**src/rtl/pipe_stage_skid.sv**
```systemverilog
// Reusable pipeline stage register with valid/ready handshake, stall and flush.
// Define PIPE_SKID_EN for the two-entry skid buffer with a registered in_ready.
module pipe_stage_skid #(
    parameter int                 DATA_W  = 64,
    parameter logic [DATA_W-1:0]  RST_VAL = {DATA_W{1'b0}}
) (
    input  logic              clk,
    input  logic              rst,
    input  logic              flush,
    input  logic              stall,
    input  logic              in_valid,
    output logic              in_ready,
    input  logic [DATA_W-1:0] in_data,
    output logic              out_valid,
    input  logic              out_ready,
    output logic [DATA_W-1:0] out_data,
    output logic [1:0]        occupancy
);

    typedef enum logic [1:0] {
        ST_EMPTY = 2'd0,
        ST_ONE   = 2'd1,
        ST_TWO   = 2'd2
    } state_t;

    state_t             state_r;
    state_t             state_s;
    logic [DATA_W-1:0]  main_r;
    logic               out_valid_r;
    logic [1:0]         occ_r;
    logic [1:0]         occ_s;
    logic               acc_s;
    logic               adv_s;
    logic               in_ready_s;
    logic               load_in_s;
`ifdef PIPE_SKID_EN
    logic [DATA_W-1:0]  skid_r;
    logic               in_ready_r;
    logic               load_skid_s;
    logic               skid_to_main_s;
`endif

    assign adv_s = out_valid_r & out_ready & ~stall;
`ifdef PIPE_SKID_EN
    // Registered ready breaks the combinational stall chain back to upstream.
    assign in_ready_s = in_ready_r;
`else
    assign in_ready_s = ~out_valid_r | (out_ready & ~stall);
`endif
    assign acc_s     = in_valid & in_ready_s;
    assign in_ready  = in_ready_s;
    assign out_valid = out_valid_r;
    assign out_data  = main_r;
    assign occupancy = occ_r;

    // Next-state and storage-load decode; flush empties the stage and drops any same-cycle acceptance.
    always_comb begin
        state_s   = state_r;
        load_in_s = 1'b0;
`ifdef PIPE_SKID_EN
        load_skid_s    = 1'b0;
        skid_to_main_s = 1'b0;
`endif
        if (flush) begin
            state_s = ST_EMPTY;
        end else begin
            case (state_r)
                ST_EMPTY: begin
                    if (acc_s) begin
                        state_s   = ST_ONE;
                        load_in_s = 1'b1;
                    end else begin
                        state_s = ST_EMPTY;
                    end
                end
                ST_ONE: begin
                    if (acc_s && adv_s) begin
                        state_s   = ST_ONE;
                        load_in_s = 1'b1;
                    end else if (acc_s) begin
`ifdef PIPE_SKID_EN
                        state_s     = ST_TWO;
                        load_skid_s = 1'b1;
`else
                        state_s = ST_ONE;
`endif
                    end else if (adv_s) begin
                        state_s = ST_EMPTY;
                    end else begin
                        state_s = ST_ONE;
                    end
                end
`ifdef PIPE_SKID_EN
                ST_TWO: begin
                    if (adv_s) begin
                        state_s        = ST_ONE;
                        skid_to_main_s = 1'b1;
                    end else begin
                        state_s = ST_TWO;
                    end
                end
`endif
                default: begin
                    state_s = ST_EMPTY;
                end
            endcase
        end
    end

    // Occupancy encoding of the next state, so the output can be registered.
    always_comb begin
        case (state_s)
            ST_ONE:  occ_s = 2'd1;
            ST_TWO:  occ_s = 2'd2;
            default: occ_s = 2'd0;
        endcase
    end

    // State, main payload register and registered status outputs.
    always_ff @(posedge clk) begin
        if (rst) begin
            state_r     <= ST_EMPTY;
            main_r      <= RST_VAL;
            out_valid_r <= 1'b0;
            occ_r       <= 2'd0;
        end else begin
            state_r     <= state_s;
            out_valid_r <= (state_s != ST_EMPTY);
            occ_r       <= occ_s;
            if (load_in_s) begin
                main_r <= in_data;
`ifdef PIPE_SKID_EN
            end else if (skid_to_main_s) begin
                main_r <= skid_r;
`endif
            end else begin
                main_r <= main_r;
            end
        end
    end

`ifdef PIPE_SKID_EN
    // Skid entry and ready flag; ready is low exactly while the stage is full.
    always_ff @(posedge clk) begin
        if (rst) begin
            skid_r     <= RST_VAL;
            in_ready_r <= 1'b1;
        end else begin
            in_ready_r <= (state_s != ST_TWO);
            if (load_skid_s) begin
                skid_r <= in_data;
            end else begin
                skid_r <= skid_r;
            end
        end
    end
`endif

endmodule

```
**config.mk**
```make
export PLATFORM = sky130hd
export DESIGN_NAME = pipe_stage_skid
export DESIGN_NICKNAME = d
export VERILOG_FILES = /design/src/rtl/pipe_stage_skid.sv
export SDC_FILE = /design/constraint.sdc
export NUM_CORES = 1
export LEC_CHECK = 0
export ABC_CLOCK_PERIOD_IN_PS = 1300
export CORE_UTILIZATION = 39
export CTS_BUF_LIST = sky130_fd_sc_hd__clkbuf_8
export CTS_CLUSTER_SIZE = 20
export DETAILED_ROUTE_END_ITERATION = 10
export PLACE_DENSITY_LB_ADDON = 0.08
export SYNTH_ARGS = -nofsm -noshare
export SYNTH_HDL_FRONTEND = slang
export SYNTH_SLANG_ARGS = --single-unit
```
**constraint.sdc**
```tcl
create_clock -name clk -period 1.3 [get_ports clk]
set_clock_uncertainty 0.05 [all_clocks]
set_input_delay 0.39 -clock clk [delete_from_list [all_inputs] [get_ports clk]]
set_output_delay 0.39 -clock clk [all_outputs]
set_load 0.01 [all_outputs]
```
Word-level counts from Yosys, hierarchy flattened
Cells that the tools add are included.
{"block": "op_classes", "n_eq_ne": 3, "muxes": 11, "reduce_logical": 3, "n_bitwise": 7}
{"op": "2-bit one-hot mux with 2 select lines", "count": 2}
{"op": "1-bit 2-to-1 mux", "count": 7}
{"op": "1-bit AND", "count": 4}
{"op": "2-bit by 1-bit equality test with 1-bit output, second input constant", "count": 2}
{"op": "2-bit equality test, second input constant", "count": 1}
{"op": "2-bit logical NOT", "count": 1}
{"op": "2-bit 2-to-1 mux", "count": 1}
{"op": "1-bit inverter", "count": 2}
{"op": "1-bit one-hot mux with 2 select lines", "count": 1}
{"op": "2-bit nonzero test", "count": 1}
{"op": "1-bit logical AND", "count": 1}
{"op": "1-bit OR", "count": 1}
{"block": "totals", "input_bits": 70, "output_inout_bits": 68, "register_bits": 69, "word_cells": 28}

Logic depth before layout (Yosys ltp)
{"block": "depth", "depth_word": 10, "ltp_mapped": 5, "depth_no_buf": 3}

Worst setup path before layout
Ideal clock, no wire load.
{"block": "synth_path", "kind": "input to register", "startpoint": "input port stall", "endpoint": "register main_r[0] (netlist: out_data[0])", "t_arrival_ns": 1.149, "path_buffers": 2, "setup_slack_ns": 0.030, "setup_time_ns": 0.072, "path_stages": 5, "required_time_ns": 1.178, "cell_sequence": "nand2b_4 a21oi_4 buf_12 buf_12 mux2i_1"}
{"block": "synth_via", "elab_chain_cells": 8, "elab_cells_between_ends": 10, "classes_between": "4 x mux; 5 x bitwise; 1 x reduce/logical"}
{"item": "start, declared", "line_no": "10", "source": "input logic stall,"}
{"item": "1-bit inverter *", "line_no": "43, 48"}
{"item": "1-bit AND", "line_no": "48", "source": "assign in_ready_s = ~out_valid_r | (out_ready & ~stall);"}
{"item": "1-bit OR", "line_no": "48"}
{"item": "1-bit AND", "line_no": "50", "source": "assign acc_s = in_valid & in_ready_s;"}
{"item": "1-bit logical AND", "line_no": "77", "source": "if (acc_s && adv_s) begin"}
{"item": "1-bit 2-to-1 mux", "line_no": "77"}
{"item": "1-bit one-hot mux with 2 select lines *", "line_no": "67", "source": "case (state_r)"}
{"item": "1-bit 2-to-1 mux *", "line_no": "64", "source": "if (flush) begin"}
{"item": "end signal, assigned", "line_no": "131", "source": "main_r <= in_data;"}
{"item": "end signal, assigned", "line_no": "137", "source": "main_r <= main_r;"}
{"item": "end, declared", "line_no": "28", "source": "logic [DATA_W-1:0] main_r;"}
Mark *: on every way between the ends. The rest lies on a longest branch, timed or not.
A chain may end at the register's enable or synchronous reset.

Final worst setup path
{"block": "layout_path", "startpoint": "input port out_ready", "endpoint": "register main_r[38] (netlist: out_data[38])"}
{"block": "layout_via", "elab_chain_cells": 7, "elab_cells_between_ends": 10, "classes_between": "4 x mux; 5 x bitwise; 1 x reduce/logical"}
{"item": "start, declared", "line_no": "15", "source": "input logic out_ready,"}
{"item": "1-bit AND", "line_no": "48"}
{"item": "1-bit OR", "line_no": "48"}
{"item": "1-bit AND", "line_no": "50"}
{"item": "1-bit logical AND", "line_no": "77"}
{"item": "1-bit 2-to-1 mux", "line_no": "77"}
{"item": "1-bit one-hot mux with 2 select lines *", "line_no": "67"}
{"item": "1-bit 2-to-1 mux *", "line_no": "64"}
Marks and branches as above.

==> impl_metrics.prom <==
# TYPE chip_impl_metric gauge
chip_impl_metric{name="syn_inst",unit=""} 287
chip_impl_metric{name="post_route_cells_drive_above_1_share",unit="%"} 32.0
chip_impl_metric{name="diodes",unit=""} 0
chip_impl_metric{name="cts_htree_levels",unit=""} 3
chip_impl_info{name="failed_checks",value="negative setup slack"} 1
chip_impl_metric{name="irDropWorstVdd",unit="uV"} 588
chip_impl_metric{name="io-pin-count",unit=""} 138
chip_impl_metric{name="grt_max_degree",unit=""} 68
chip_impl_metric{name="ant_nets",unit=""} 0
chip_impl_metric{name="hold_violation_count_in_the_final_report",unit=""} 0
chip_impl_metric{name="crit_required",unit="ps"} 1500
chip_impl_metric{name="synthesis.area",unit="um2"} 3010
chip_impl_info{name="critPathCaptureType",value="flop"} 1
chip_impl_metric{name="final.fill_count",unit=""} 668
chip_impl_metric{name="achievable-frequency",unit="MHz"} 738
chip_impl_info{name="clock_tree_from_tritoncts",value="built"} 1
chip_impl_metric{name="area.growth.synth_to_final",unit="%"} 50.2
chip_impl_metric{name="initial_core_utilization",unit="%"} 40.9
chip_impl_metric{name="grt_pass1_vias",unit=""} 2370
chip_impl_metric{name="finalSetupViolations",unit=""} 43
chip_impl_metric{name="cts_inserted_buffers",unit=""} 9
chip_impl_metric{name="seq_total_area_yosys",unit="%"} 43.2
chip_impl_metric{name="tritoncts_num_sinks",unit=""} 65
chip_impl_metric{name="clk_pin_slew",unit="ps"} 70
chip_impl_metric{name="synth.lib_cells_used.distinct",unit=""} 13
chip_impl_info{name="synth_area_leader_cell",value="sky130_fd_sc_hd__dfxtp_1"} 1
chip_impl_info{name="cts_root_buf",value="sky130_fd_sc_hd__clkbuf_8"} 1
chip_impl_metric{name="timing.max_cap.violations",unit=""} 0
chip_impl_info{name="grt_setup_unrepaired",value="yes"} 1
chip_impl_metric{name="timing.critical_path.arrival",unit="ps"} 1550
chip_impl_metric{name="final_min_period_over_clock_period",unit="%"} 104
chip_impl_metric{name="ys.warnings.count",unit=""} 0
chip_impl_metric{name="post-route-drc-count",unit=""} 0
chip_impl_info{name="final_cell_mix",value="sky130_fd_sc_hd__nand2b_1 (128), sky130_fd_sc_hd__buf_2 (68), sky130_fd_sc_hd__clkdlybuf4s50_1 (64)"} 1
chip_impl_metric{name="syn-num-nets",unit=""} 357
chip_impl_metric{name="floorplan.die.height",unit="um"} 89.9
chip_impl_metric{name="grt_antenna_before_repair",unit=""} 0
chip_impl_info{name="worstSetupPathType",value="input port to flop"} 1
chip_impl_metric{name="coreArea",unit="um2"} 7370
chip_impl_metric{name="final_nets",unit=""} 502
chip_impl_metric{name="detailedRoute.firstPassIterationCount",unit=""} 4
chip_impl_metric{name="totalNegativeSetupSlack",unit="ps"} -1250
chip_impl_metric{name="combined_area_of_the_multi_input_logic_cells",unit="um2"} 1510
chip_impl_metric{name="worst_skew_pair.late_latency",unit="ps"} 330
chip_impl_metric{name="die_width",unit="um"} 89.9
chip_impl_metric{name="power-per-cell-area",unit="nW/um2"} 1020
chip_impl_metric{name="num_rows",unit=""} 31
chip_impl_metric{name="gp_congestion",unit=""} 0.682
chip_impl_metric{name="detail_route.wl_per_cell",unit="um"} 13.8
chip_impl_metric{name="detail_route.wirelength",unit="mm"} 7.38
chip_impl_metric{name="timing.final.ws_setup",unit="ps"} -54.6
chip_impl_info{name="netlist_top_cells_area",value="sky130_fd_sc_hd__dfxtp_1 (43%), sky130_fd_sc_hd__nand2b_1 (27%), sky130_fd_sc_hd__mux2i_1 (21%), sky130_fd_sc_hd__buf_12 (4.7%), sky130_fd_sc_hd__clkbuf_1 (1.6%)"} 1
chip_impl_metric{name="initialDrtViolationCount",unit=""} 83
chip_impl_metric{name="final_max_slew_viol_count",unit=""} 0
chip_impl_metric{name="synth.avg_cell_area",unit="um2"} 10.5
chip_impl_metric{name="clk_path_buf_depth",unit=""} 2
chip_impl_metric{name="layout.cell_area.non_filler",unit="um2"} 4530
chip_impl_metric{name="detailroute.via_count",unit=""} 2376
chip_impl_metric{name="grt_first_pass_wirelength",unit="mm"} 11.8
chip_impl_metric{name="synth_top_cell_area_share",unit="%"} 43.2
chip_impl_metric{name="timing.critical_path.fanout_max",unit=""} 8
chip_impl_metric{name="vias_per_cell",unit=""} 4.43
chip_impl_metric{name="grt_util_all_layers",unit="%"} 18.5
chip_impl_info{name="critical_path.startpoint_type",value="input port"} 1
chip_impl_metric{name="portBuffers",unit=""} 136
chip_impl_metric{name="placed_area",unit="um2"} 4390
chip_impl_info{name="worstHoldPathType",value="input port to flop"} 1
chip_impl_metric{name="fin_crit",unit="ps"} 1350
chip_impl_metric{name="synth_seq_cells",unit=""} 65
chip_impl_metric{name="detailedPlacementHpwl",unit="mm"} 4.47
chip_impl_metric{name="die_area",unit="um2"} 8080
chip_impl_info{name="layout.cells.most_common",value="sky130_fd_sc_hd__nand2b_1"} 1
chip_impl_metric{name="ff_latch_area",unit="um2"} 1340
chip_impl_metric{name="grt.overflow.total",unit=""} 0
chip_impl_metric{name="cellLeakagePower",unit="nW"} 1.95
chip_impl_info{name="run_status",value="finished with violations"} 1
[critical path, cell delays in order]
cell	delay, ps
sky130_fd_sc_hd__clkdlybuf4s15_1	210
sky130_fd_sc_hd__nand2b_4	70
sky130_fd_sc_hd__buf_6	120
sky130_fd_sc_hd__a21oi_4	160
sky130_fd_sc_hd__buf_4	130
sky130_fd_sc_hd__buf_6	120
sky130_fd_sc_hd__clkbuf_16	170
sky130_fd_sc_hd__mux2i_1	180
[synthesized netlist by cell type]
master                     instances
sky130_fd_sc_hd__nand2b_1        128
sky130_fd_sc_hd__dfxtp_1          65
sky130_fd_sc_hd__mux2i_1          64
sky130_fd_sc_hd__clkbuf_1         13
sky130_fd_sc_hd__buf_12            7
sky130_fd_sc_hd__buf_4             2
sky130_fd_sc_hd__nand2b_4          2
sky130_fd_sc_hd__a21oi_1           1
sky130_fd_sc_hd__a21oi_4           1
sky130_fd_sc_hd__buf_2             1
sky130_fd_sc_hd__conb_1            1
sky130_fd_sc_hd__nand2_1           1
sky130_fd_sc_hd__nor3_1            1
[worst paths after layout]
| check | cells past startpoint | end | startpoint | slack (ps) |
|---|---|---|---|---|
| max | 8 | out_data[38]$_SDFFE_PP0P_ | out_ready | -50 |
| min | 2 | occupancy[0]$_SDFF_PP0_ | flush | 310 |
| max reg2reg | 6 | out_data[38]$_SDFFE_PP0P_ | occupancy[0]$_SDFF_PP0_ | -30 |
| min reg2reg | 2 | out_data[21]$_SDFFE_PP0P_ | out_data[21]$_SDFFE_PP0P_ | 420 |
[power by group]
part | internal, mW | leakage, nW | switching [mW] | total [mW]
combinational | 0.520 | 1.30 | 0.327 | 0.848
clock | 0.889 | 0.104 | 0.742 | 1.63
sequential | 2.11 | 0.545 | 0.0515 | 2.16
[area by class of cell]
type,instances,area share [%]
clock buffers,13,3.95
clock inverters,3,0.332
multi-input cells,199,33.4
flip-flops and latches,65,29.6
well taps,99,2.74
repair buffers,157,30.0
[timing repair]
action                     in CTS  in global routing
setup buffers                   5                  3
setup endpoints to repair     131                 59
hold buffers                    0                  0
gates resized for setup       312                  6
gates cloned                    4                  2
pin swaps                       1                  2
[metrics by stage]
step | total power, mW | setup WS (ps) | hold slack, ps | utilization, % | instances
2_1_floorplan | 2.60 | 29.9 | 419 | - | 287
3_5_place_dp | 3.04 | -706 | 414 | 59.5 | 506
4_1_cts | 4.67 | -49.0 | 303 | 60.3 | 531
6_report | 4.64 | -54.6 | 313 | 61.4 | 536
3_3_place_gp | 3.03 | -674 | 406 | 59.5 | 506
5_1_grt | 4.87 | -113 | 306 | 61.4 | 536
[logic make-up (layout without fill, tap and decap cells)]
group | Yosys count | count (layout) | synth area share [%]
flops | 65 | 65 | 43.2
buf+inv | 23 | 173 | 6.93
simple gates | 132 | 132 | 27.8
other cells | 1 | 1 | 0.124
mux | 64 | 64 | 21.3
compound gates | 2 | 2 | 0.706
[flip-flops by register name, indices dropped and copies added, names as in the netlist]
| name | count |
|---|---|
| out_data | 64 |
| occupancy | 1 |
[metal layers]
layer,up-vias,global-route usage (%),part of all wire [%]
met1,1086,23.4,45
met2,77,30.0,48
li1,1207,-,-
met5,-,0,0
met4,0,7.26,1.2
met3,6,5.16,5.9
(Power assumes the default switching activity.)
